### config.mk
export PLATFORM = sky130hd
export DESIGN_NAME = board_mem_arbiter
export DESIGN_NICKNAME = d
export VERILOG_FILES = /design/src/rtl/board_mem_arbiter.sv
export SDC_FILE = /design/constraint.sdc
export NUM_CORES = 1
export LEC_CHECK = 0
export BUFFER_PORTS_ARGS = -buffer_cell sky130_fd_sc_hd__buf_2
export CORE_MARGIN = 2
export CORE_UTILIZATION = 49
export DETAILED_ROUTE_END_ITERATION = 7
export PLACE_DENSITY = 0.88
export SLEW_MARGIN = 25
export SYNTH_ARGS = -nofsm -noshare
export SYNTH_HDL_FRONTEND = slang
export SYNTH_SLANG_ARGS = --single-unit
### constraint.sdc
create_clock -name clk_in -period 2.2 [get_ports clk_in]
set_input_delay 0.33 -clock clk_in [delete_from_list [all_inputs] [get_ports clk_in]]
set_output_delay 0.33 -clock clk_in [all_outputs]
set_load 0.02 [all_outputs]
### src/rtl/board_mem_arbiter.sv
// rtl/board_mem_arbiter.sv - board RAM arbiter for VGA reads, player/AI read-modify-write and board clear
// Shares the single-port cell-status RAM. The VGA beam owns the RAM while enable
// is high. In blanking, the RAM serves a pending clear first, then player/AI
// requests in round-robin order. An operation that enable interrupts restarts
// from RD, so the read-modify-write never splits across a VGA window.
module board_mem_arbiter #(
  parameter int STATUS_W = 3,
  parameter int GRID_W   = 3
) (
  input  logic                  clk_in,
  input  logic                  reset,
  input  logic                  enable,
  input  logic [GRID_W-1:0]     vga_cell_x,
  input  logic [GRID_W-1:0]     vga_cell_y,
  output logic [STATUS_W-1:0]   vga_status,
  input  logic                  p_req,
  input  logic                  a_req,
  input  logic                  p_wr,
  input  logic                  a_wr,
  input  logic [GRID_W-1:0]     p_cell_x,
  input  logic [GRID_W-1:0]     p_cell_y,
  input  logic [GRID_W-1:0]     a_cell_x,
  input  logic [GRID_W-1:0]     a_cell_y,
  input  logic [STATUS_W-1:0]   p_mask,
  input  logic [STATUS_W-1:0]   a_mask,
  output logic                  p_ack,
  output logic                  a_ack,
  output logic [STATUS_W-1:0]   p_rdata,
  output logic [STATUS_W-1:0]   a_rdata,
  input  logic                  clr_req,
  output logic                  clr_busy,
  output logic                  clr_done,
  output logic [2*GRID_W-1:0]   mem_addr,
  output logic                  mem_we,
  output logic [STATUS_W-1:0]   mem_wdata,
  input  logic [STATUS_W-1:0]   mem_rdata
);

  localparam int AW = 2 * GRID_W;

  typedef enum logic [2:0] {IDLE, RD, CAP, WR, CLR} state_t;

  state_t              state, state_nx;
  logic [AW-1:0]       clr_cnt;
  logic [AW-1:0]       tgt_addr;
  logic                tgt_wr;
  logic [STATUS_W-1:0] tgt_mask;
  logic [STATUS_W-1:0] hold;
  logic [STATUS_W-1:0] vga_hold;
  logic                owner_ai;
  logic                rr_last_ai;
  logic                en_q;
  logic                grant;
  logic                pick_ai;
  logic                clr_last;
  logic                op_done;
  logic [STATUS_W-1:0] op_data;

  // RAM data for the previous VGA cycle passes straight through; between windows the last value is held
  assign vga_status = en_q ? mem_rdata : vga_hold;

  // Next state, RAM port drive and completion pulses; enable overrides every game-side access
  always_comb begin
    state_nx  = state;
    mem_addr  = '0;
    mem_we    = 1'b0;
    mem_wdata = '0;
    grant     = 1'b0;
    op_done   = 1'b0;
    op_data   = '0;
    pick_ai   = a_req & (~p_req | ~rr_last_ai);
    clr_last  = (clr_cnt == {AW{1'b1}});
    if (reset) begin
      state_nx = IDLE;
    end else if (enable) begin
      mem_addr = {vga_cell_y, vga_cell_x};
      if (state != IDLE && state != CLR) state_nx = IDLE;
    end else begin
      case (state)
        IDLE: begin
          if (clr_busy || clr_req) begin
            state_nx = CLR;
          end else if (p_req || a_req) begin
            grant    = 1'b1;
            state_nx = RD;
          end
        end
        RD: begin
          mem_addr = tgt_addr;
          state_nx = CAP;
        end
        CAP: begin
          mem_addr = tgt_addr;
          if (tgt_wr) begin
            state_nx = WR;
          end else begin
            op_done  = 1'b1;
            op_data  = mem_rdata;
            state_nx = IDLE;
          end
        end
        WR: begin
          mem_addr  = tgt_addr;
          mem_we    = 1'b1;
          mem_wdata = hold | tgt_mask;
          op_done   = 1'b1;
          op_data   = hold;
          state_nx  = IDLE;
        end
        CLR: begin
          mem_addr  = clr_cnt;
          mem_we    = 1'b1;
          mem_wdata = '0;
          if (clr_last) state_nx = IDLE;
        end
        default: state_nx = IDLE;
      endcase
    end
    p_ack   = op_done & ~owner_ai;
    a_ack   = op_done & owner_ai;
    p_rdata = (op_done & ~owner_ai) ? op_data : '0;
    a_rdata = (op_done & owner_ai) ? op_data : '0;
  end

  // State register, latched request, round-robin history and clear sequencing
  always_ff @(posedge clk_in) begin
    if (reset) begin
      state      <= IDLE;
      clr_cnt    <= '0;
      tgt_addr   <= '0;
      tgt_wr     <= 1'b0;
      tgt_mask   <= '0;
      hold       <= '0;
      vga_hold   <= '0;
      owner_ai   <= 1'b0;
      rr_last_ai <= 1'b1;
      en_q       <= 1'b0;
      clr_busy   <= 1'b0;
      clr_done   <= 1'b0;
    end else begin
      state    <= state_nx;
      en_q     <= enable;
      clr_done <= 1'b0;
      if (en_q) vga_hold <= mem_rdata;
      if (clr_req) clr_busy <= 1'b1;
      if (grant) begin
        owner_ai <= pick_ai;
        tgt_addr <= pick_ai ? {a_cell_y, a_cell_x} : {p_cell_y, p_cell_x};
        tgt_wr   <= pick_ai ? a_wr : p_wr;
        tgt_mask <= pick_ai ? a_mask : p_mask;
      end
      if (state == CAP && !enable) hold <= mem_rdata;
      if (op_done) rr_last_ai <= owner_ai;
      if (state == CLR && !enable) begin
        if (clr_last) begin
          clr_busy <= 1'b0;
          clr_done <= 1'b1;
          clr_cnt  <= '0;
        end else begin
          clr_cnt <= clr_cnt + AW'(1);
        end
      end
    end
  end

endmodule

---- Word-level counts from Yosys, hierarchy flattened ----
Index checks and enable logic that the tools add are counted.
operators by class
  $add $sub $neg .......................... 1
  $mul .................................... 0
  divide/modulo/power cells ............... 0
  magnitude comparators ................... 0
  equal/unequal tests ..................... 9
  shifts and indexed selects .............. 0
  mux-type cells .......................... 40
  bitwise gates (word level) .............. 9
  reductions and logical operators ........ 12
operator list
  kind                                                  count
  2-to-1 mux 3 bit                                      15
  2-to-1 mux 6 bit                                      4
  2-to-1 mux 1 bit                                      16
  one-hot mux 3 bit (4 select lines)                    1
  one-hot mux 6 bit (2 select lines)                    1
  adder 6 x 1 -> 6 bit (second input constant)          1
  equality test 3 x 2 -> 1 bit (second input constant)  2
  equality test 6 bit (second input constant)           1
  inequality test 3 bit (second input constant)         2
  one-hot mux 3 bit (2 select lines)                    1
  inequality test 4 bit (second input constant)         1
  inverter 1 bit                                        4
  OR reduction 2 bit                                    2
  AND 1 bit                                             3
  equality test 3 x 1 -> 1 bit (second input constant)  1
  equality test 3 bit (second input constant)           1
  logical AND 1 bit                                     3
  logical NOT 3 bit                                     1
  OR 3 bit                                              1
  AND reduction 3 bit                                   1
  nonzero test 3 bit                                    1
  OR reduction 3 bit                                    1
  logical OR 1 bit                                      2
  2-to-1 mux 2 bit                                      1
  other kinds (4)                                       4
word-level totals
  register bits after elaboration ......... 30
  latch bits .............................. 0
  bits in writable memories ............... 0
  memory bits (read-only) ................. 0
  bits of input ports ..................... 35
  logic and storage cells ................. 83
  memories kept ........................... 0

---- Logic depth before layout (Yosys ltp) ----
  depth in word-level cells ............... 6
  mapped depth ............................ 5
  depth with buffers taken out ............ 4

---- Worst setup path before layout ----
OpenSTA, ideal clock, no wires.
  path kind ............................... register -> output
  start point ............................. register state[1]
  end point ............................... output port a_rdata[0]
  data arrival time ....................... 1.696 ns
  data required time ...................... 1.870 ns
  slack ................................... 0.174 ns
  cell stages (with the launch flop) ...... 5
  cell sequence ........................... dfxtp_1 or2b_1 or4_1 clkbuf_1 nor3_1
between the ends
  word-level cells in the longest chain between the ends .. 6
  elaborated cells on any way between the ends .. 10
  classes of those cells .................. eq/ne: 2; mux: 7; bitwise: 1
ends and longest elaborated chain
  what                                RTL line  RTL
  start: declaration                  43        state_t state, state_nx;
  start signal: assignment            141       state <= state_nx;
  equality test 3 x 2 -> 1 bit        79        case (state)
  one-hot mux 1 bit (2 select lines)  79
  2-to-1 mux 1 bit                    75        end else if (enable) begin
  2-to-1 mux 1 bit                    73        if (reset) begin
  AND 1 bit                           122       a_rdata = (op_done & owner_ai) ? op_data : '0;
  2-to-1 mux 3 bit (*)                122
  end: declaration                    29        output logic [STATUS_W-1:0] a_rdata,
Every way passes the cells marked *; elsewhere a longest branch is shown, timed or not.

---- Final worst setup path ----
  start point ............................. register state[2]
  end point ............................... output port a_rdata[1]
Same word-level chain as after synthesis.

==> results.json <==
{
  "grt_pass1_vias": 1377,
  "syn_area_um2": 1650,
  "slowest_stage": "or4_4",
  "wl_per_cell_um": 14.6,
  "clockBufferDepth": 2,
  "clkLatencyLatePin_ns": 0.34,
  "synth_edf_count": 0,
  "stdcell_count": 293,
  "yosysTopAreaCellShare_pct": 36.4,
  "routed_wl_um": 4280,
  "p_leak_nw": 0.880,
  "start_util_pct": 50.2,
  "finalClockSkew_ns": 0.00929,
  "synth-main-ff-cell": "dfxtp_1",
  "yosysSeqAreaShare_pct": 36.4,
  "synth_nets": 221,
  "cts.clk_slew.worst_paths_ns": 0.11,
  "dr.pass1.iters": 4,
  "crit_fanout": 8,
  "grt_pass1_wl_um": 6600,
  "rr_worst_depth": 6,
  "drtAntennaViolNets": 0,
  "fmax_ghz": 0.449,
  "ir_drop_v": 0.000449,
  "critPathArrivalTime_ns": 1.90,
  "place_ws_ns": 0.177,
  "setup_viol": 1,
  "path_class": "flop to output port",
  "start_kind": "flop",
  "period_share_pct": 101,
  "fin_ws_ns": -0.0258,
  "crit_path_start": "state[2]",
  "grt_max_degree": 19,
  "antenna_cells": 0,
  "antenna_found_initial": 0,
  "cts_sinks": 30,
  "regToRegEndpoint": "clr_cnt[2]",
  "grt_usage_pct": 23.2,
  "cap_viol_max_count": 0,
  "relSlewSlack_pct": 74.0,
  "period_minus_slack_ns": 2.23,
  "crit_end": "a_rdata[1]",
  "maxSlewViolCount": 0,
  "synth_cell_types": 50,
  "dieWidth_um": 62.0,
  "crit_required_ns": 1.87,
  "cts-htree-levels": 2,
  "drive_above_1_share_pct": 38.5,
  "vias_per_cell": 5.72,
  "reg2reg_slack_ns": 0.33,
  "synth_area_leaders": "dfxtp_1 (36%), mux2i_1 (8.5%), a211oi_1 (5.9%)",
  "cts_root_buffer": "clkbuf_4",
  "power_density_nw_per_um2": 567,
  "cts_buffers": 5,
  "core_um2": 3280,
  "vias": 1675,
  "outcome": "complete, but fails checks",
  "violations": "setup timing",
  "io_pins": 58,
  "syn2layout_area_growth_pct": 30.9,
  "finalNetCount": 282,
  "hpwl_um": 3040,
  "mostFrequentLayoutCell": "buf_2",
  "cts-hold-fix-buffers": 0,
  "synthCells": 185,
  "min_path_type": "input pin to flop",
  "cpPeakStageDelay_ns": 0.50,
  "first_iter_violations": 140,
  "ys_ff_latch": 30,
  "place_congestion": 0.796,
  "yosysWarnings": 0,
  "hold_violations": 0,
  "cp.depth": 4,
  "drcViolationCount": 0,
  "crit_chain": "or2b_1 -> or4_4 -> nor3_1 -> buf_2",
  "final_cell_mix": "buf_2 (51), dfxtp_1 (28), buf_4 (18)",
  "tightest_slew_ns": 0.386,
  "crit_buf_inv": 1,
  "crit_path_end_kind": "output port",
  "cts_tree": "built",
  "rows": 21,
  "die-area_um2": 3850,
  "cp_top_family": "simple AND/OR/NAND/NOR gates",
  "rsz0062_at_grt": "true",
  "die_h_um": 62.0,
  "placedCellCount": 281,
  "async_flop_share_pct": 0,
  "grt_remaining_overflow": 0,
  "avgSynthCellArea_um2": 8.91,
  "reg2reg_from": "state[2]",
  "io_buffers": 57,
  "synth.largest_area_cell": "dfxtp_1"
}
## synth_stat cells (2+ instances only)
master and instances:
o21a_1 3, mux2_2 4, and2_1 9, a22oi_1 3, a211oi_1 13, inv_1 3
or3_1 3, buf_2 4, nand4_1 2, nand2_1 5, nor2_1 14, a31oi_1 10
nor2b_1 4, a21oi_1 6, mux2i_1 14, dfxtp_1 30, and3_1 4, nor3b_1 4
clkbuf_1 8, nor3_1 6, a221o_1 2, o21ai_0 4, o2bb2ai_1 3
## sequential cells by signal (all words and copies together), names as in the netlist
register	count
vga_hold	3
state	3
en_q	1
tgt_mask	3
clr_cnt	6
rr_last_ai	1
clr_busy	1
tgt_addr	6
hold	3
clr_done	1
tgt_wr	1
owner_ai	1
## what timing repair did
| action | CTS | global route |
|---|---|---|
| setup endpoints to repair | 11 | 12 |
| setup buffers | 0 | 4 |
| gates resized for setup | 7 | 12 |
| pin swaps | 1 | 2 |
## worst register-to-register path, delay by kind of cell, from the launching register on
kind,cells,cell delay (ns)
and+or+nand+nor,2,0.84
AOI/OAI and AO/OA,1,0.14
buffers and inverters,3,0.44
DFF,1,0.39
## how the worst min path moves through the flow
stage / from / to / slack (ns) / depth (start not counted)
5_1_grt: mem_rdata[0] / hold[0] / 0.28 / 3
3_5_place_dp: hold[1] / hold[1] / 0.51 / 2
3_3_place_gp: hold[2] / hold[2] / 0.50 / 2
2_1_floorplan: reset / en_q / 0.42 / 1
6_report: mem_rdata[0] / hold[0] / 0.26 / 3
4_1_cts: mem_rdata[0] / hold[0] / 0.26 / 3
## metal layers
metal	wire length [µm]	up-vias	global-route usage (%)
li1	-	825	-
met1	1890	755	33.6
met2	1980	87	34.5
met3	350	8	5.80
met4	66	0	5.78
met5	0	-	0
## where the power goes
part	total, mW	leakage [nW]	internal [mW]	switching [mW]
logic	0.196	0.597	0.0909	0.105
registers	0.580	0.245	0.562	0.0171
clock network	0.449	0.0374	0.238	0.211
## cells by family (layout without fill, tap and decap cells)
kind of cell    after synthesis  after routing  synth area share (%)
buf+inv                      18             80                  4.93
mux                          18             18                  11.2
simple gates                 63             63                  22.8
fa+ha+maj                     1              1                 0.759
compound gates               55             55                  23.9
flops                        30             30                  36.4
## per-stage QoR
stage | hold slack, ns | cell area (µm²) | setup TNS, ns | utilization (%) | power, mW
after CTS | 0.256 | 2090 | 0 | 63.5 | 1.22
final | 0.265 | 2160 | -0.0258 | 65.7 | 1.22
after global routing | 0.284 | 2160 | -0.229 | 65.7 | 1.28
after global placement | 0.499 | 1980 | 0 | 60.3 | 0.770
after detailed placement | 0.511 | 1980 | 0 | 60.3 | 0.774
after floorplan | 0.416 | 1650 | 0 | - | 0.704
## area by class of cell
type	count	area [µm²]
inverters	3	11.3
clock inverters	3	45.0
repair buffers	69	390
multi-input cells	137	1010
clock buffers	5	37.5
well taps	46	57.6
fillers	262	1130
flip-flops and latches	30	606
Note: power is estimated with default switching activity, not from simulation.
